===== config.mk =====
export PLATFORM = sky130hd
export DESIGN_NAME = fetch_ctrl
export DESIGN_NICKNAME = d
export VERILOG_FILES = /design/src/rtl/fetch_ctrl.sv
export SDC_FILE = /design/constraint.sdc
export NUM_CORES = 1
export LEC_CHECK = 0
export ABC_AREA = 1
export CAP_MARGIN = 15
export CORE_MARGIN = 5
export CORE_UTILIZATION = 35
export CTS_CLUSTER_DIAMETER = 150
export CTS_CLUSTER_SIZE = 40
export DETAILED_ROUTE_END_ITERATION = 16
export HOLD_SLACK_MARGIN = 0.05
export RECOVER_POWER = 25
export SYNTH_ARGS = -nofsm -noshare
export SYNTH_HDL_FRONTEND = slang
export SYNTH_SLANG_ARGS = --single-unit
export TNS_END_PERCENT = 100

===== constraint.sdc =====
create_clock -name clk -period 15.4 [get_ports clk]
set_clock_uncertainty 0.15 [all_clocks]
set_input_delay 3.08 -clock clk [delete_from_list [all_inputs] [get_ports clk]]
set_output_delay 3.08 -clock clk [all_outputs]
set_load 0.01 [all_outputs]

===== src/rtl/fetch_ctrl.sv =====
// rtl/fetch_ctrl.sv - fetch-stage PC sequencer with BTB metadata, mispredict recovery and counters
module fetch_ctrl #(
    parameter int              XLEN     = 32,
    parameter logic [XLEN-1:0] RESET_PC = {XLEN{1'b0}},
    parameter int              BUBBLES  = 1,
    parameter int              CNT_W    = 16
) (
    input  logic             clk,
    input  logic             rst,
    input  logic             stall_req,
    input  logic             btb_hit_f,
    input  logic [XLEN-1:0]  btb_target_f,
    input  logic             br_valid_e,
    input  logic             br_taken_e,
    input  logic [XLEN-1:0]  br_target_e,
    input  logic [XLEN-1:0]  pc_e,
    output logic [XLEN-1:0]  pc_f,
    output logic             fetch_valid,
    output logic             stall_f,
    output logic             stall_d,
    output logic             flush_d,
    output logic             flush_e,
    output logic             btb_upd,
    output logic             btb_upd_insert,
    output logic [XLEN-1:0]  btb_upd_pc,
    output logic [XLEN-1:0]  btb_upd_target,
    output logic [CNT_W-1:0] branch_cnt,
    output logic [CNT_W-1:0] mispred_cnt
);

    typedef enum logic [1:0] {
        ST_BOOT    = 2'd0,
        ST_RUN     = 2'd1,
        ST_RECOVER = 2'd2
    } state_t;

    typedef struct packed {
        logic            valid;
        logic            pred_taken;
        logic [XLEN-1:0] pred_target;
    } meta_t;

    localparam int              BUB_M1     = (BUBBLES > 0) ? BUBBLES - 1 : 0;
    localparam logic [2:0]      BUB_LAST   = BUB_M1[2:0];
    localparam logic [XLEN-1:0] INSN_BYTES = XLEN'(4);

    state_t           state_q, state_d;
    logic [2:0]       bub_q, bub_d;
    logic [XLEN-1:0]  pc_q, pc_d;
    meta_t            meta_d_q, meta_d_d;
    meta_t            meta_e_q, meta_e_d;
    logic             upd_q, upd_d;
    logic             ins_q, ins_d;
    logic [XLEN-1:0]  upc_q, upc_d;
    logic [XLEN-1:0]  utgt_q, utgt_d;
    logic [CNT_W-1:0] bcnt_q, bcnt_d;
    logic [CNT_W-1:0] mcnt_q, mcnt_d;

    logic resolve;
    logic mispredict;
    logic running;
    logic hold;

    // A resolution only counts against a real, predicted instruction in E
    assign resolve    = br_valid_e & meta_e_q.valid;
    assign mispredict = resolve &
                        ((br_taken_e != meta_e_q.pred_taken) |
                         (br_taken_e & (br_target_e != meta_e_q.pred_target)));
    assign running    = (state_q == ST_RUN);
    assign hold       = running & stall_req & ~mispredict;

    // State register
    always_ff @(posedge clk or posedge rst) begin
        if (rst) begin
            state_q <= ST_BOOT;
            bub_q   <= 3'd0;
        end else begin
            state_q <= state_d;
            bub_q   <= bub_d;
        end
    end

    // Next-state logic
    always_comb begin
        state_d = state_q;
        bub_d   = bub_q;
        if (mispredict) begin
            if (BUBBLES > 0) begin
                state_d = ST_RECOVER;
                bub_d   = BUB_LAST;
            end else begin
                state_d = ST_RUN;
            end
        end else begin
            case (state_q)
                ST_BOOT:    state_d = ST_RUN;
                ST_RUN:     state_d = ST_RUN;
                ST_RECOVER: begin
                    if (bub_q == 3'd0) begin
                        state_d = ST_RUN;
                    end else begin
                        bub_d = bub_q - 3'd1;
                    end
                end
                default:    state_d = ST_BOOT;
            endcase
        end
    end

    // Output logic
    always_comb begin
        fetch_valid = running;
        stall_f     = hold;
        stall_d     = hold;
        flush_d     = mispredict;
        flush_e     = mispredict | hold;
    end

    // PC and prediction metadata
    always_comb begin
        pc_d     = pc_q;
        meta_d_d = meta_d_q;
        meta_e_d = meta_e_q;
        if (mispredict) begin
            pc_d     = br_taken_e ? br_target_e : pc_e + INSN_BYTES;
            meta_d_d = '0;
            meta_e_d = '0;
        end else if (!running) begin
            meta_d_d = '0;
            meta_e_d = meta_d_q;
        end else if (stall_req) begin
            meta_e_d = '0;
        end else begin
            meta_d_d.valid       = 1'b1;
            meta_d_d.pred_taken  = btb_hit_f;
            meta_d_d.pred_target = btb_target_f;
            meta_e_d             = meta_d_q;
            pc_d                 = btb_hit_f ? btb_target_f : pc_q + INSN_BYTES;
        end
    end

    // Every mispredict maps to exactly one BTB action: taken inserts, not-taken removes
    always_comb begin
        upd_d  = mispredict;
        ins_d  = ins_q;
        upc_d  = upc_q;
        utgt_d = utgt_q;
        if (mispredict) begin
            ins_d  = br_taken_e;
            upc_d  = pc_e;
            utgt_d = br_target_e;
        end
        bcnt_d = (resolve && (bcnt_q != {CNT_W{1'b1}})) ? bcnt_q + 1'b1 : bcnt_q;
        mcnt_d = (mispredict && (mcnt_q != {CNT_W{1'b1}})) ? mcnt_q + 1'b1 : mcnt_q;
    end

    always_ff @(posedge clk or posedge rst) begin
        if (rst) begin
            pc_q     <= RESET_PC;
            meta_d_q <= '0;
            meta_e_q <= '0;
            upd_q    <= 1'b0;
            ins_q    <= 1'b0;
            upc_q    <= '0;
            utgt_q   <= '0;
            bcnt_q   <= '0;
            mcnt_q   <= '0;
        end else begin
            pc_q     <= pc_d;
            meta_d_q <= meta_d_d;
            meta_e_q <= meta_e_d;
            upd_q    <= upd_d;
            ins_q    <= ins_d;
            upc_q    <= upc_d;
            utgt_q   <= utgt_d;
            bcnt_q   <= bcnt_d;
            mcnt_q   <= mcnt_d;
        end
    end

    assign pc_f           = pc_q;
    assign btb_upd        = upd_q;
    assign btb_upd_insert = ins_q;
    assign btb_upd_pc     = upc_q;
    assign btb_upd_target = utgt_q;
    assign branch_cnt     = bcnt_q;
    assign mispred_cnt    = mcnt_q;

endmodule


==> metrics.cfg <==
[grt]
pin_count_of_the_biggest_net_entering_global_routing=131
grt_antenna_before_repair=0
first_global_vias=10400
grt.overflow.total=0
first_pass_grt_wire_length_um=58900
grt_util_all_layers=0.207

[placement]
detailedPlacementHpwl_um=28900
gpl.final_weighted_congestion=0.908
port_buffers=236

[floorplan]
initial_utilization=0.355
die_height_um=189
core.rowCount=65
dieWidth_um=189
core_area_mm2=0.0316
io-pin-count=237
dieArea_mm2=0.0356

[clock_tree]
clock_tree.buffer_depth=3
cts_num_sinks=203
clock_tree_from_tritoncts=done
clkLatencyLatePin_ns=0.48
cts_repair_resize_count=0
cts_max_level=1
cts_buffers=9
cts_setup_buffers=0
clkSlewWorstSetupHoldPaths_ns=0.14
cts-root-buf=sky130_fd_sc_hd__clkbuf_16
ctsHoldBuffers=0

[logic_synthesis]
synth.top_cells.by_area=sky130_fd_sc_hd__dfrtp_1 45%, sky130_fd_sc_hd__nand2_1 19%, sky130_fd_sc_hd__nand3_1 7.9%
ys_seq_elements=203
ys_seq_area_frac=0.454
synth_nets=1682
synth-async-reset-ratio=1.00
synth_top_cell_area_share=0.454
post_synth_num_cell_types=35
syn_avg_cell_area_um2=7.11
synthMostInstantiatedCell=sky130_fd_sc_hd__nand2_1
synth-warning-count=0
synthCells=1574
synthFlopType=sky130_fd_sc_hd__dfrtp_1
post-synth-top-area-cell=sky130_fd_sc_hd__dfrtp_1
synth.cells.most_frequent=578 x sky130_fd_sc_hd__nand2_1, 203 x sky130_fd_sc_hd__dfrtp_1, 177 x sky130_fd_sc_hd__nand3_1
synth-edff-count=0
syn_area_mm2=0.0112

[sta]
slew_headroom=-2.95
finalSetupTns_ns=0
finalMaxSlewViolations=131
final.min_clock_period_ns=10.07
timing.final.hold_violations=0
worst_slew_pin_slew_ns=5.92
fmaxAchievable_mhz=99.3
grt_setup_unrepaired=false
finalSetupViolCount=0
final.period_utilization=0.654
worst_hold_slack_ns=0.354

[worst_setup_path]
criticalPathCategory=in2out
worst_ep_arrival_time_ns=6.84
worstSetupEndpointType=output port
timing.critical_path.from_type=input pin
required_ns=12.17
reg2reg_setup_slack_ns=11.40
reg2regPathDepth=11
crit_path_max_incr_delay_ns=0.77
worstPathCellList=clkdlybuf4s50_1 > buf_4 > nor2_1 > nor2_1 > nand2_8 > inv_2 > buf_4 > clkdlybuf4s50_1
worst_r2r_endpoint=pc_f[29]
timing.critical_path.fanout_max=127
path_delay_family=buffers and inverters
rr_startpoint=meta_e_q[32]
crit_slowest_cell=sky130_fd_sc_hd__nor2_1
worstPathBufferInverterCount=5

[worst_hold_path]
hold_path_startpoint=btb_upd_pc[21]
min_delay_path_depth=2
hold_class=reg2reg
whs_endpoint=btb_upd_pc[21]

[route]
drcViolationCount=0
routed_wire_length_per_instance_um=17.5
drt-vias-per-instance=4.90
drt_first_pass_iters=6
ant_nets=0
drt_wl_total_um=38000
drt_iter0_drc=817
dr_total_vias=10600

[power_and_ir_drop]
power.static_leakage_uw=0.00666
power.total_uw=1970
worst_ir_drop_vdd_uv=90.9
power_per_cell_area_mw_per_mm2=140

[layout]
nFillCells=3242
drive_above_1_share=0.0164
nets=1874
flow.area_growth_from_synthesis_pct=25.8
final_core_util=0.446
antenna_cells_inserted=0
multi_input_area_mm2=0.00525
ff_latch_area_mm2=0.00508

[run_status]
outcome=complete, but fails checks
violations=capacitance limit, slew limit

[run]
max_cap_violations=1

## worst register-to-register path: cells and delay by family (launching register included)
| kind | cells | cell delay, ns |
|---|---|---|
| buffers and inverters | 1 | 0.91 |
| and+or+nand+nor | 9 | 2.25 |
| DFF | 1 | 0.44 |
| AOI/OAI and AO/OA | 1 | 0.16 |
## metal layers
| metal | GRT usage | routed length (µm) |
|---|---|---|
| met5 | 0 | 0 |
| met4 | 0.0533 | 1030 |
| met3 | 0.0317 | 2100 |
| met2 | 0.345 | 17800 |
| met1 | 0.284 | 17000 |
## metrics by stage
step | cell area [µm²] | instances | setup slack, ns
3_3_place_gp | 13800 | 2157 | 5.47
3_5_place_dp | 13800 | 2157 | 5.37
5_1_grt | 14100 | 2168 | 5.05
2_1_floorplan | 11200 | 1574 | 6.63
4_1_cts | 14100 | 2168 | 5.38
6_report | 14100 | 2168 | 5.33
## registers in the layout (all words and copies together) (netlist names)
signal	count
btb_upd	1
state_q	2
btb_upd_insert	1
meta_e_q	34
btb_upd_target	32
meta_d_q	34
mispred_cnt	16
branch_cnt	16
bub_q	3
btb_upd_pc	32
pc_f	32
## cells by family after synthesis
group,count (synthesis),share of synthesized area
buffers and inverters,212,0.0786
adder cells (fa/ha/maj),6,0.00671
AO/OA/AOI/OAI,135,0.0626
AND/OR/NAND/NOR,957,0.350
XOR/XNOR,61,0.0477
flip-flops,203,0.454
## cell type report
class	count	area share
clock inverter	2	0.00276
clock buffer	9	0.0160
inverter	149	0.0398
multi-input combinational	1159	0.373
tap	402	0.0357
timing repair buffer	244	0.172
sequential	203	0.361
## power by group
| part | switching, µW | total (µW) | leakage (µW) | internal [µW] |
|---|---|---|---|---|
| clock | 181 | 293 | 0.000127 | 112 |
| combinational | 412 | 810 | 0.00393 | 398 |
| sequential | 153 | 863 | 0.00260 | 710 |
| total | 746 | 1970 | 0.00666 | 1220 |
## how the worst max path moves through the flow
stage | from | end | slack, ns | cells past startpoint
floorplan | rst | branch_cnt[0] | 6.63 | 1
global placement | br_taken_e | flush_d | 5.47 | 8
detailed placement | br_taken_e | flush_d | 5.37 | 8
CTS | br_taken_e | flush_d | 5.38 | 8
global route | br_taken_e | flush_d | 5.05 | 8
finish | br_taken_e | flush_d | 5.33 | 8
## cells in the final DEF, fill, tap and decap left out
| master | count |
|---|---|
| sky130_fd_sc_hd__nand2_2 | 1 |
| sky130_fd_sc_hd__a21oi_1 | 6 |
| sky130_fd_sc_hd__or2_2 | 1 |
| sky130_fd_sc_hd__clkbuf_16 | 9 |
| sky130_fd_sc_hd__o211ai_1 | 1 |
| sky130_fd_sc_hd__inv_6 | 1 |
| sky130_fd_sc_hd__nor2_2 | 1 |
| sky130_fd_sc_hd__o21a_1 | 1 |
| sky130_fd_sc_hd__o31ai_1 | 2 |
| sky130_fd_sc_hd__clkinvlp_2 | 1 |
| sky130_fd_sc_hd__o21ai_2 | 1 |
| sky130_fd_sc_hd__nand2_4 | 1 |
| sky130_fd_sc_hd__clkinv_16 | 1 |
| sky130_fd_sc_hd__dlygate4sd3_1 | 2 |
| sky130_fd_sc_hd__nand2_1 | 578 |
| sky130_fd_sc_hd__inv_2 | 1 |
| sky130_fd_sc_hd__nand3b_1 | 12 |
| sky130_fd_sc_hd__ha_1 | 6 |
| sky130_fd_sc_hd__clkinv_1 | 1 |
| sky130_fd_sc_hd__nand2_8 | 1 |
| sky130_fd_sc_hd__dfrtp_1 | 203 |
| sky130_fd_sc_hd__nor2_1 | 164 |
| sky130_fd_sc_hd__buf_4 | 8 |
| sky130_fd_sc_hd__a21o_1 | 3 |
| sky130_fd_sc_hd__inv_1 | 146 |
| sky130_fd_sc_hd__o21ai_1 | 8 |
| sky130_fd_sc_hd__o21ai_0 | 111 |
| sky130_fd_sc_hd__nor3_1 | 12 |
| sky130_fd_sc_hd__nor4_1 | 1 |
| sky130_fd_sc_hd__o21bai_1 | 1 |
| sky130_fd_sc_hd__nand3_1 | 177 |
| sky130_fd_sc_hd__a31oi_1 | 1 |
| sky130_fd_sc_hd__xor2_1 | 37 |
| sky130_fd_sc_hd__xnor2_1 | 24 |
| sky130_fd_sc_hd__or3_1 | 1 |
| sky130_fd_sc_hd__nor2_4 | 1 |
| sky130_fd_sc_hd__clkdlybuf4s50_1 | 234 |
| sky130_fd_sc_hd__nor3b_1 | 1 |
| sky130_fd_sc_hd__nand4_1 | 4 |
| sky130_fd_sc_hd__nand3_2 | 1 |
Power figures use the tool's default switching activity.
